## config.mk

```make
export PLATFORM = sky130hd
export DESIGN_NAME = dreg_alu_sequencer
export DESIGN_NICKNAME = d
export VERILOG_FILES = /design/src/rtl/dreg_alu_sequencer.sv
export SDC_FILE = /design/constraint.sdc
export NUM_CORES = 1
export LEC_CHECK = 0
export BUFFER_PORTS_ARGS = -buffer_cell sky130_fd_sc_hd__buf_4
export CAP_MARGIN = 10
export CORE_MARGIN = 2
export CORE_UTILIZATION = 51
export CTS_CLUSTER_SIZE = 8
export DETAILED_ROUTE_END_ITERATION = 8
export PLACE_DENSITY = 0.88
export SETUP_SLACK_MARGIN = 0.5
export SLEW_MARGIN = 40
export SYNTH_ARGS = -nofsm -noshare
export SYNTH_HDL_FRONTEND = slang
export SYNTH_SLANG_ARGS = --single-unit
export TNS_END_PERCENT = 20
```

## constraint.sdc

```tcl
create_clock -name CLK -period 2.5 [get_ports CLK]
set_clock_uncertainty 0.2 [all_clocks]
set_input_delay 0.5 -clock CLK [delete_from_list [all_inputs] [get_ports CLK]]
set_output_delay 0.5 -clock CLK [all_outputs]
set_load 0.03 [all_outputs]
```

## src/rtl/dreg_alu_sequencer.sv

```systemverilog
// dreg_alu_sequencer
// Sequences one register-to-register ALU operation Dn(dst) <= Dn(dst) OP Dn(src)
// for byte, word or long sizes. Long operations run as two 16-bit halves, with the
// carry/borrow from the low half chained into the high half.
//
// Optional feature: define FLAGS_EN to add the CCR[4:0] = {X,N,Z,V,C} output.
//
// Ports:
//   CLK, RESET            core clock (rising edge), asynchronous active-low reset
//   REQ, OP, SIZE,        command handshake from decode; REQ sampled only when idle
//   SRC, DST
//   BUSY, DONE            busy from acceptance through DONE; DONE pulses on write-back
//   RF_SEL_A/RF_RDATA_A   register file read port A (source)
//   RF_SEL_B/RF_RDATA_B   register file read port B and write port (destination)
//   RF_WE, RF_WDATA       register file write
//   ALU_A/B/OP/CIN        registered operands to the 16-bit ALU
//   ALU_OUT, ALU_COUT     ALU result, valid one cycle after operands are registered
//   CCR                   condition codes (FLAGS_EN only)
module dreg_alu_sequencer (
  input  logic        CLK,
  input  logic        RESET,
  input  logic        REQ,
  input  logic [1:0]  OP,
  input  logic [1:0]  SIZE,
  input  logic [2:0]  SRC,
  input  logic [2:0]  DST,
  output logic        BUSY,
  output logic        DONE,
  output logic [2:0]  RF_SEL_A,
  output logic [2:0]  RF_SEL_B,
  input  logic [31:0] RF_RDATA_A,
  input  logic [31:0] RF_RDATA_B,
  output logic        RF_WE,
  output logic [31:0] RF_WDATA,
  output logic [15:0] ALU_A,
  output logic [15:0] ALU_B,
  output logic [1:0]  ALU_OP,
  output logic        ALU_CIN,
  input  logic [15:0] ALU_OUT,
  input  logic        ALU_COUT
`ifdef FLAGS_EN
  ,
  output logic [4:0]  CCR
`endif
);

  typedef enum logic [2:0] {
    StIdle,
    StRead,
    StLoEx,
    StLoWb,
    StHiEx,
    StHiWb,
    StWrite
  } state_e;

  state_e      state_q, state_d;
  logic [1:0]  op_q, op_d;
  logic [1:0]  size_q, size_d;
  logic [2:0]  sel_a_q, sel_a_d;
  logic [2:0]  sel_b_q, sel_b_d;
  logic [15:0] alu_a_q, alu_a_d;
  logic [15:0] alu_b_q, alu_b_d;
  logic [1:0]  alu_op_q, alu_op_d;
  logic        alu_cin_q, alu_cin_d;
  logic [31:0] wdata_q, wdata_d;
  logic [15:0] dst_hi_q, dst_hi_d;
  logic [15:0] src_hi_q, src_hi_d;

  logic is_byte;
  logic is_long;
  logic is_arith;

  // Reserved size 11 falls through as word.
  assign is_byte  = (size_q == 2'b00);
  assign is_long  = (size_q == 2'b10);
  assign is_arith = ~op_q[1];

`ifdef FLAGS_EN
  logic       dmsb_q, dmsb_d;
  logic       smsb_q, smsb_d;
  logic       carry_q, carry_d;
  logic [4:0] ccr_q, ccr_d;
  logic       res_msb;
  logic       res_zero;
  logic       ovf;

  always_comb begin
    res_msb  = wdata_q[15];
    res_zero = (wdata_q[15:0] == 16'h0000);
    if (is_byte) begin
      res_msb  = wdata_q[7];
      res_zero = (wdata_q[7:0] == 8'h00);
    end else if (is_long) begin
      res_msb  = wdata_q[31];
      res_zero = (wdata_q == 32'h0000_0000);
    end
    // ADD overflows when like-signed operands give an opposite-signed result;
    // SUB (dst-src) when unlike-signed operands flip the sign of dst.
    if (op_q == 2'b00) begin
      ovf = (dmsb_q == smsb_q) && (res_msb != dmsb_q);
    end else begin
      ovf = (dmsb_q != smsb_q) && (res_msb != dmsb_q);
    end
  end

  assign CCR = ccr_q;
`endif

  always_comb begin
    state_d   = state_q;
    op_d      = op_q;
    size_d    = size_q;
    sel_a_d   = sel_a_q;
    sel_b_d   = sel_b_q;
    alu_a_d   = alu_a_q;
    alu_b_d   = alu_b_q;
    alu_op_d  = alu_op_q;
    alu_cin_d = alu_cin_q;
    wdata_d   = wdata_q;
    dst_hi_d  = dst_hi_q;
    src_hi_d  = src_hi_q;
`ifdef FLAGS_EN
    dmsb_d    = dmsb_q;
    smsb_d    = smsb_q;
    carry_d   = carry_q;
    ccr_d     = ccr_q;
`endif

    case (state_q)
      StIdle: begin
        if (REQ) begin
          op_d    = OP;
          size_d  = SIZE;
          sel_a_d = SRC;
          sel_b_d = DST;
          state_d = StRead;
        end
      end
      StRead: begin
        // Preload with the old dst so bits above the operand size survive.
        wdata_d   = RF_RDATA_B;
        alu_op_d  = op_q;
        alu_cin_d = 1'b0;
        dst_hi_d  = RF_RDATA_B[31:16];
        src_hi_d  = RF_RDATA_A[31:16];
        if (is_byte) begin
          // Zero-extension puts the byte carry/borrow into ALU_OUT[8].
          alu_a_d = {8'h00, RF_RDATA_B[7:0]};
          alu_b_d = {8'h00, RF_RDATA_A[7:0]};
        end else begin
          alu_a_d = RF_RDATA_B[15:0];
          alu_b_d = RF_RDATA_A[15:0];
        end
`ifdef FLAGS_EN
        dmsb_d = is_byte ? RF_RDATA_B[7] : (is_long ? RF_RDATA_B[31] : RF_RDATA_B[15]);
        smsb_d = is_byte ? RF_RDATA_A[7] : (is_long ? RF_RDATA_A[31] : RF_RDATA_A[15]);
`endif
        state_d = StLoEx;
      end
      StLoEx: begin
        state_d = StLoWb;
      end
      StLoWb: begin
        if (is_byte) begin
          wdata_d[7:0] = ALU_OUT[7:0];
        end else begin
          wdata_d[15:0] = ALU_OUT;
        end
`ifdef FLAGS_EN
        carry_d = is_byte ? ALU_OUT[8] : ALU_COUT;
`endif
        if (is_long) begin
          alu_a_d   = dst_hi_q;
          alu_b_d   = src_hi_q;
          alu_cin_d = is_arith ? ALU_COUT : 1'b0;
          state_d   = StHiEx;
        end else begin
          state_d = StWrite;
        end
      end
      StHiEx: begin
        state_d = StHiWb;
      end
      StHiWb: begin
        wdata_d[31:16] = ALU_OUT;
`ifdef FLAGS_EN
        carry_d = ALU_COUT;
`endif
        state_d = StWrite;
      end
      StWrite: begin
`ifdef FLAGS_EN
        if (is_arith) begin
          ccr_d = {carry_q, res_msb, res_zero, ovf, carry_q};
        end else begin
          ccr_d = {ccr_q[4], res_msb, res_zero, 1'b0, 1'b0};
        end
`endif
        state_d = StIdle;
      end
      default: begin
        state_d = StIdle;
      end
    endcase
  end

  always_ff @(posedge CLK or negedge RESET) begin
    if (!RESET) begin
      state_q   <= StIdle;
      op_q      <= 2'b00;
      size_q    <= 2'b00;
      sel_a_q   <= 3'd0;
      sel_b_q   <= 3'd0;
      alu_a_q   <= 16'h0000;
      alu_b_q   <= 16'h0000;
      alu_op_q  <= 2'b00;
      alu_cin_q <= 1'b0;
      wdata_q   <= 32'h0000_0000;
      dst_hi_q  <= 16'h0000;
      src_hi_q  <= 16'h0000;
`ifdef FLAGS_EN
      dmsb_q    <= 1'b0;
      smsb_q    <= 1'b0;
      carry_q   <= 1'b0;
      ccr_q     <= 5'd0;
`endif
    end else begin
      state_q   <= state_d;
      op_q      <= op_d;
      size_q    <= size_d;
      sel_a_q   <= sel_a_d;
      sel_b_q   <= sel_b_d;
      alu_a_q   <= alu_a_d;
      alu_b_q   <= alu_b_d;
      alu_op_q  <= alu_op_d;
      alu_cin_q <= alu_cin_d;
      wdata_q   <= wdata_d;
      dst_hi_q  <= dst_hi_d;
      src_hi_q  <= src_hi_d;
`ifdef FLAGS_EN
      dmsb_q    <= dmsb_d;
      smsb_q    <= smsb_d;
      carry_q   <= carry_d;
      ccr_q     <= ccr_d;
`endif
    end
  end

  assign BUSY     = (state_q != StIdle);
  assign DONE     = (state_q == StWrite);
  assign RF_WE    = (state_q == StWrite);
  assign RF_SEL_A = sel_a_q;
  assign RF_SEL_B = sel_b_q;
  assign RF_WDATA = wdata_q;
  assign ALU_A    = alu_a_q;
  assign ALU_B    = alu_b_q;
  assign ALU_OP   = alu_op_q;
  assign ALU_CIN  = alu_cin_q;

endmodule

```

# Word-level counts from Yosys, hierarchy flattened
# Cells that the tools add are included.
dict set report classes {
  n_eq_ne 10
  n_mux 15
  reduce_logical 8
}
# op count
set ops {}
lappend ops {{case mux 16 bit (2 select lines)} 4}
lappend ops {{2-to-1 mux 16 bit} 4}
lappend ops {{case mux 3 bit (6 select lines)} 1}
lappend ops {{equality test 3 bit (second input constant)} 3}
lappend ops {{2-to-1 mux 8 bit} 1}
lappend ops {{equality test 3 x 2 -> 1 bit (second input constant)} 2}
lappend ops {{!= test 2 bit (second input constant)} 3}
lappend ops {{AND reduction 2 bit} 3}
lappend ops {{nonzero test 2 bit} 2}
lappend ops {{equality test 3 x 1 -> 1 bit (second input constant)} 1}
lappend ops {{logical NOT 3 bit} 1}
lappend ops {{2-to-1 mux 3 bit} 1}
lappend ops {{nonzero test 3 bit} 1}
lappend ops {{equality test 2 bit (second input constant)} 1}
lappend ops {{logical NOT 2 bit} 1}
lappend ops {{2-to-1 mux 1 bit} 2}
lappend ops {{2-to-1 mux 2 bit} 1}
lappend ops {{case mux 1 bit (2 select lines)} 1}
dict set report totals {
  register_bits 112
  in_bits 94
  out_inout_bits 76
  word_cells 47
}

# Depth between registers and ports, before layout
dict set report depth {
  ltp_word 3
  depth_mapped 6
  depth_no_buf 3
}

# Worst setup path before layout
# Ideal clock, no wire load.
dict set report synth_timing {
  path_kind {register to output}
  startpoint {register state_q[1]}
  endpoint {output RF_WE}
  arrival_time_ps 1543
  required_ps 1800
  setup_slack_ps 257
  path_stages_with_launch 6
  path_buffers 4
  path_cell_list {dfrtp_1 buf_6 buf_2 buf_1 and3_1 buf_4}
}
dict set report synth_via {
  elab_chain_len 1
}
# item line_no
set synth_lines {}
lappend synth_lines {{start: declaration} 57} ;# state_e state_q, state_d;
lappend synth_lines {{start signal: assignment} 210} ;# state_q <= StIdle;
lappend synth_lines {{start signal: assignment} 229} ;# state_q <= state_d;
lappend synth_lines {{equality test 3 bit} -}
lappend synth_lines {{end: declaration} 33} ;# output logic RF_WE,
# Every way passes these cells.

# Worst setup path after layout
dict set report layout_timing {
  startpoint {register state_q[2]}
  endpoint {output RF_WE}
}
dict set report layout_via {
  elab_chain_len 1
}
# item line_no
set layout_lines {}
lappend layout_lines {{equality test 3 bit} 252} ;# assign RF_WE = (state_q == StWrite);
# Every way passes these cells.

==> results.toml <==
[timing]
relSlewSlack_pct = 60.2
final-setup-viol-count = 0
layout_setup_ws_ps = 525
achievable-frequency_mhz = 506
finalCriticalPeriod_ps = 1980
worst_max_slew_pin_slew_ps = 598
timing_hold_violations_final = 0
report.final.slew_viol_count = 0
rsz0062_at_grt = "yes"
fin_tns_setup_ps = 0
finalCritPeriodShare_pct = 79.0

[finish]
area.growth.synth_to_final_pct = 35.2
mostFrequentLayoutCells = "183 x sky130_fd_sc_hd__buf_4, 109 x sky130_fd_sc_hd__dfrtp_1, 70 x sky130_fd_sc_hd__mux2_2"
nets = 678
antenna_cell_count = 0
layout-drive-gt1-share_pct = 53.3
mostFrequentLayoutCell = "sky130_fd_sc_hd__buf_4"

[setup_path]
critical_path_arrival_ps = 1280
critPathCaptureType = "output pin"
cp.required_ps = 1800
critical_path_peak_fanout = 5
worstSetupStartpoint = "state_q[2]"
critical_path_launch_point_type = "flop"
worstSetupPathType = "reg2out"
r2r-start = "size_q[1]"

[global_route]
grt_antenna_before_repair = 0
met3_global_route_usage_pct = 5.83
pin_count_of_the_biggest_net_entering_global_routing = 51
number_of_global_route_vias_before_repair = 3864
global_route.usage.total_pct = 23.4
grt_first_pass_wirelength_um = 20200
gr-max-usage-layer = "met2"
grt_overflow = 0
grt_util_met1_pct = 30.0
grtUsageMet2_pct = 38.3

[outcome]
outcome = "complete, no violations"

[clock_network]
htree_num_levels = 3
worst_skew_pair.late_latency_ps = 360
root_cell_of_the_clock_tree = "sky130_fd_sc_hd__clkbuf_8"
cts_made_buffers = 9
clock_sink_count = 112
clock_path_buffers = 2
cts_tree = "yes"
worst_setup_hold_path_clk_slew_ps = 100

[routing]
dr_total_vias = 3859
drt-vias-per-instance = 5.34
drt-initial-drc-count = 189
detail-route-antenna-nets = 0
detail_route.wl_per_cell_um = 17.7
detailedRoute.firstPassIterationCount = 4
drt_drc_violations_left = 0
finalWirelength_um = 12700

[synthesis]
post_synth_fa_ha_maj_area_fraction_pct = 0
synth_seq_area_share_pct = 54.7
synth_xor_area_share_pct = 0
largest_family_of_logic_cells_by_synthesized_area = "multiplexers"
ys_warn_count = 0
yosys.area_share.simple_pct = 5.69
synth_cell_type_count = 25
synthesis.instances = 406
synth-seq-cells = 112
synthesis.area_per_instance_sq_um = 12.6
area_fraction_in_compound_gates_after_synthesis_pct = 8.02
muxShareOfSynthArea_pct = 27.0
synth_area_sq_mm = 0.00512
syn_nets = 500

[floorplanning]
placeableCoreArea_sq_mm = 0.00977
io_pins = 170
initial_core_util_pct = 52.4
chipWidth_um = 104
placement_rows = 36
chipHeight_um = 104
die-area_sq_mm = 0.0109

[placement]
portBuffers = 169
gpl.final_weighted_congestion = 0.847
dp_hpwl_um = 9130
dpl_worst_slack_ps = 540

[power]
power.leakage_nw = 3.30
ir_worst_vdd_mv = 0.654
power.density_mw_per_mm2 = 1460

[job]
timing.max_cap.violations = 0

[worst_hold_path]
worstHoldStart = "RF_RDATA_A[22]"
worst_hold_path_type = "in2reg"
[final cells by class]
class,count,area (sq um)
clock buffers,11,141
clock inverters,5,80.1
fillers,712,2850
inverters,10,37.5
multi-input cells,255,2090
flip-flops and latches,112,2810
well taps,133,166
repair buffers,196,1600
[state kept, by name (all words and copies together) (netlist names), 3 cells and up]
signal / cells
RF_WDATA: 32
ALU_A: 16
ALU_B: 16
dst_hi_q: 16
src_hi_q: 16
RF_SEL_A: 3
RF_SEL_B: 3
state_q: 3
[routing by layer]
metal  share of wire, %  vias to the layer above
met4                2.0                        0
met5                  0                        -
li1                   -                     1761
met2                 50                      164
met3                6.7                       30
met1                 42                     1904
[path summary, 6_finish.rpt]
| path | endpoint | slack, ps | cells after the start |
|---|---|---|---|
| worst min register to register | RF_WDATA[0] | 300 | 2 |
| min in group asynchronous | RF_WDATA[29] | 470 | 2 |
| worst min-delay path | src_hi_q[6] | 150 | 2 |
| worst max register to register | RF_WDATA[12] | 560 | 4 |
| worst max-delay path | RF_WE | 520 | 3 |
| max in group asynchronous | ALU_A[13] | 930 | 3 |
[repair_timing]
action,in CTS,in global routing
cloned,1,1
hold buffers,1,0
endpoints found under the setup margin,2,24
resized for setup,6,12
setup buffers,2,11
pin swaps,0,1
endpoints found under the hold margin,43,0
[stage by stage]
step	cells	hold slack, ps	area, sq um	utilization, %	total power, mW
final	722	146	6920	70.8	10.1
after global routing	722	143	6920	70.8	10.6
after CTS	710	136	6780	69.3	9.91
after detailed placement	690	274	6470	66.2	8.57
after global placement	690	262	6470	66.2	8.38
after floorplan	406	4.41	5130	-	6.93
[worst max-delay path, cell delays in order, from the launching register on]
cell and delay (ps):
sky130_fd_sc_hd__dfrtp_2 450, sky130_fd_sc_hd__buf_12 140, sky130_fd_sc_hd__and3_4 180, sky130_fd_sc_hd__buf_6 130
[cells in the mapped netlist]
master,number,area share [%]
sky130_fd_sc_hd__a211oi_1,1,0.15
sky130_fd_sc_hd__a21oi_1,17,1.7
sky130_fd_sc_hd__a21oi_4,2,0.64
sky130_fd_sc_hd__and3_1,2,0.24
sky130_fd_sc_hd__buf_1,2,0.15
sky130_fd_sc_hd__buf_2,8,0.78
sky130_fd_sc_hd__buf_4,3,0.44
sky130_fd_sc_hd__buf_6,9,2.0
sky130_fd_sc_hd__clkbuf_1,7,0.51
sky130_fd_sc_hd__dfrtp_1,112,55
sky130_fd_sc_hd__inv_1,9,0.66
sky130_fd_sc_hd__inv_2,1,0.073
sky130_fd_sc_hd__mux2_1,1,0.22
sky130_fd_sc_hd__mux2_2,70,15
sky130_fd_sc_hd__mux2_4,22,6.5
sky130_fd_sc_hd__mux2i_1,25,4.9
sky130_fd_sc_hd__nand2_1,42,3.1
sky130_fd_sc_hd__nand2b_1,1,0.12
sky130_fd_sc_hd__nand2b_4,2,0.54
sky130_fd_sc_hd__nor2_1,2,0.15
sky130_fd_sc_hd__nor2_8,1,0.39
sky130_fd_sc_hd__nor2b_1,8,0.98
sky130_fd_sc_hd__nor3_1,2,0.20
sky130_fd_sc_hd__o21ai_0,56,5.5
sky130_fd_sc_hd__o21ai_1,1,0.098
[where the power goes]
| part | switching (mW) | internal [mW] |
|---|---|---|
| combinational | 2.92 | 2.64 |
| clock | 0.601 | 0.591 |
| sequential | 0.601 | 2.74 |
| total | 4.12 | 5.97 |
[cell families after synthesis]
kind of cell / Yosys count
AO/OA/AOI/OAI: 77
buffers and inverters: 39
flip-flops: 112
multiplexers: 118
AND/OR/NAND/NOR: 60
(Power assumes the default switching activity.)
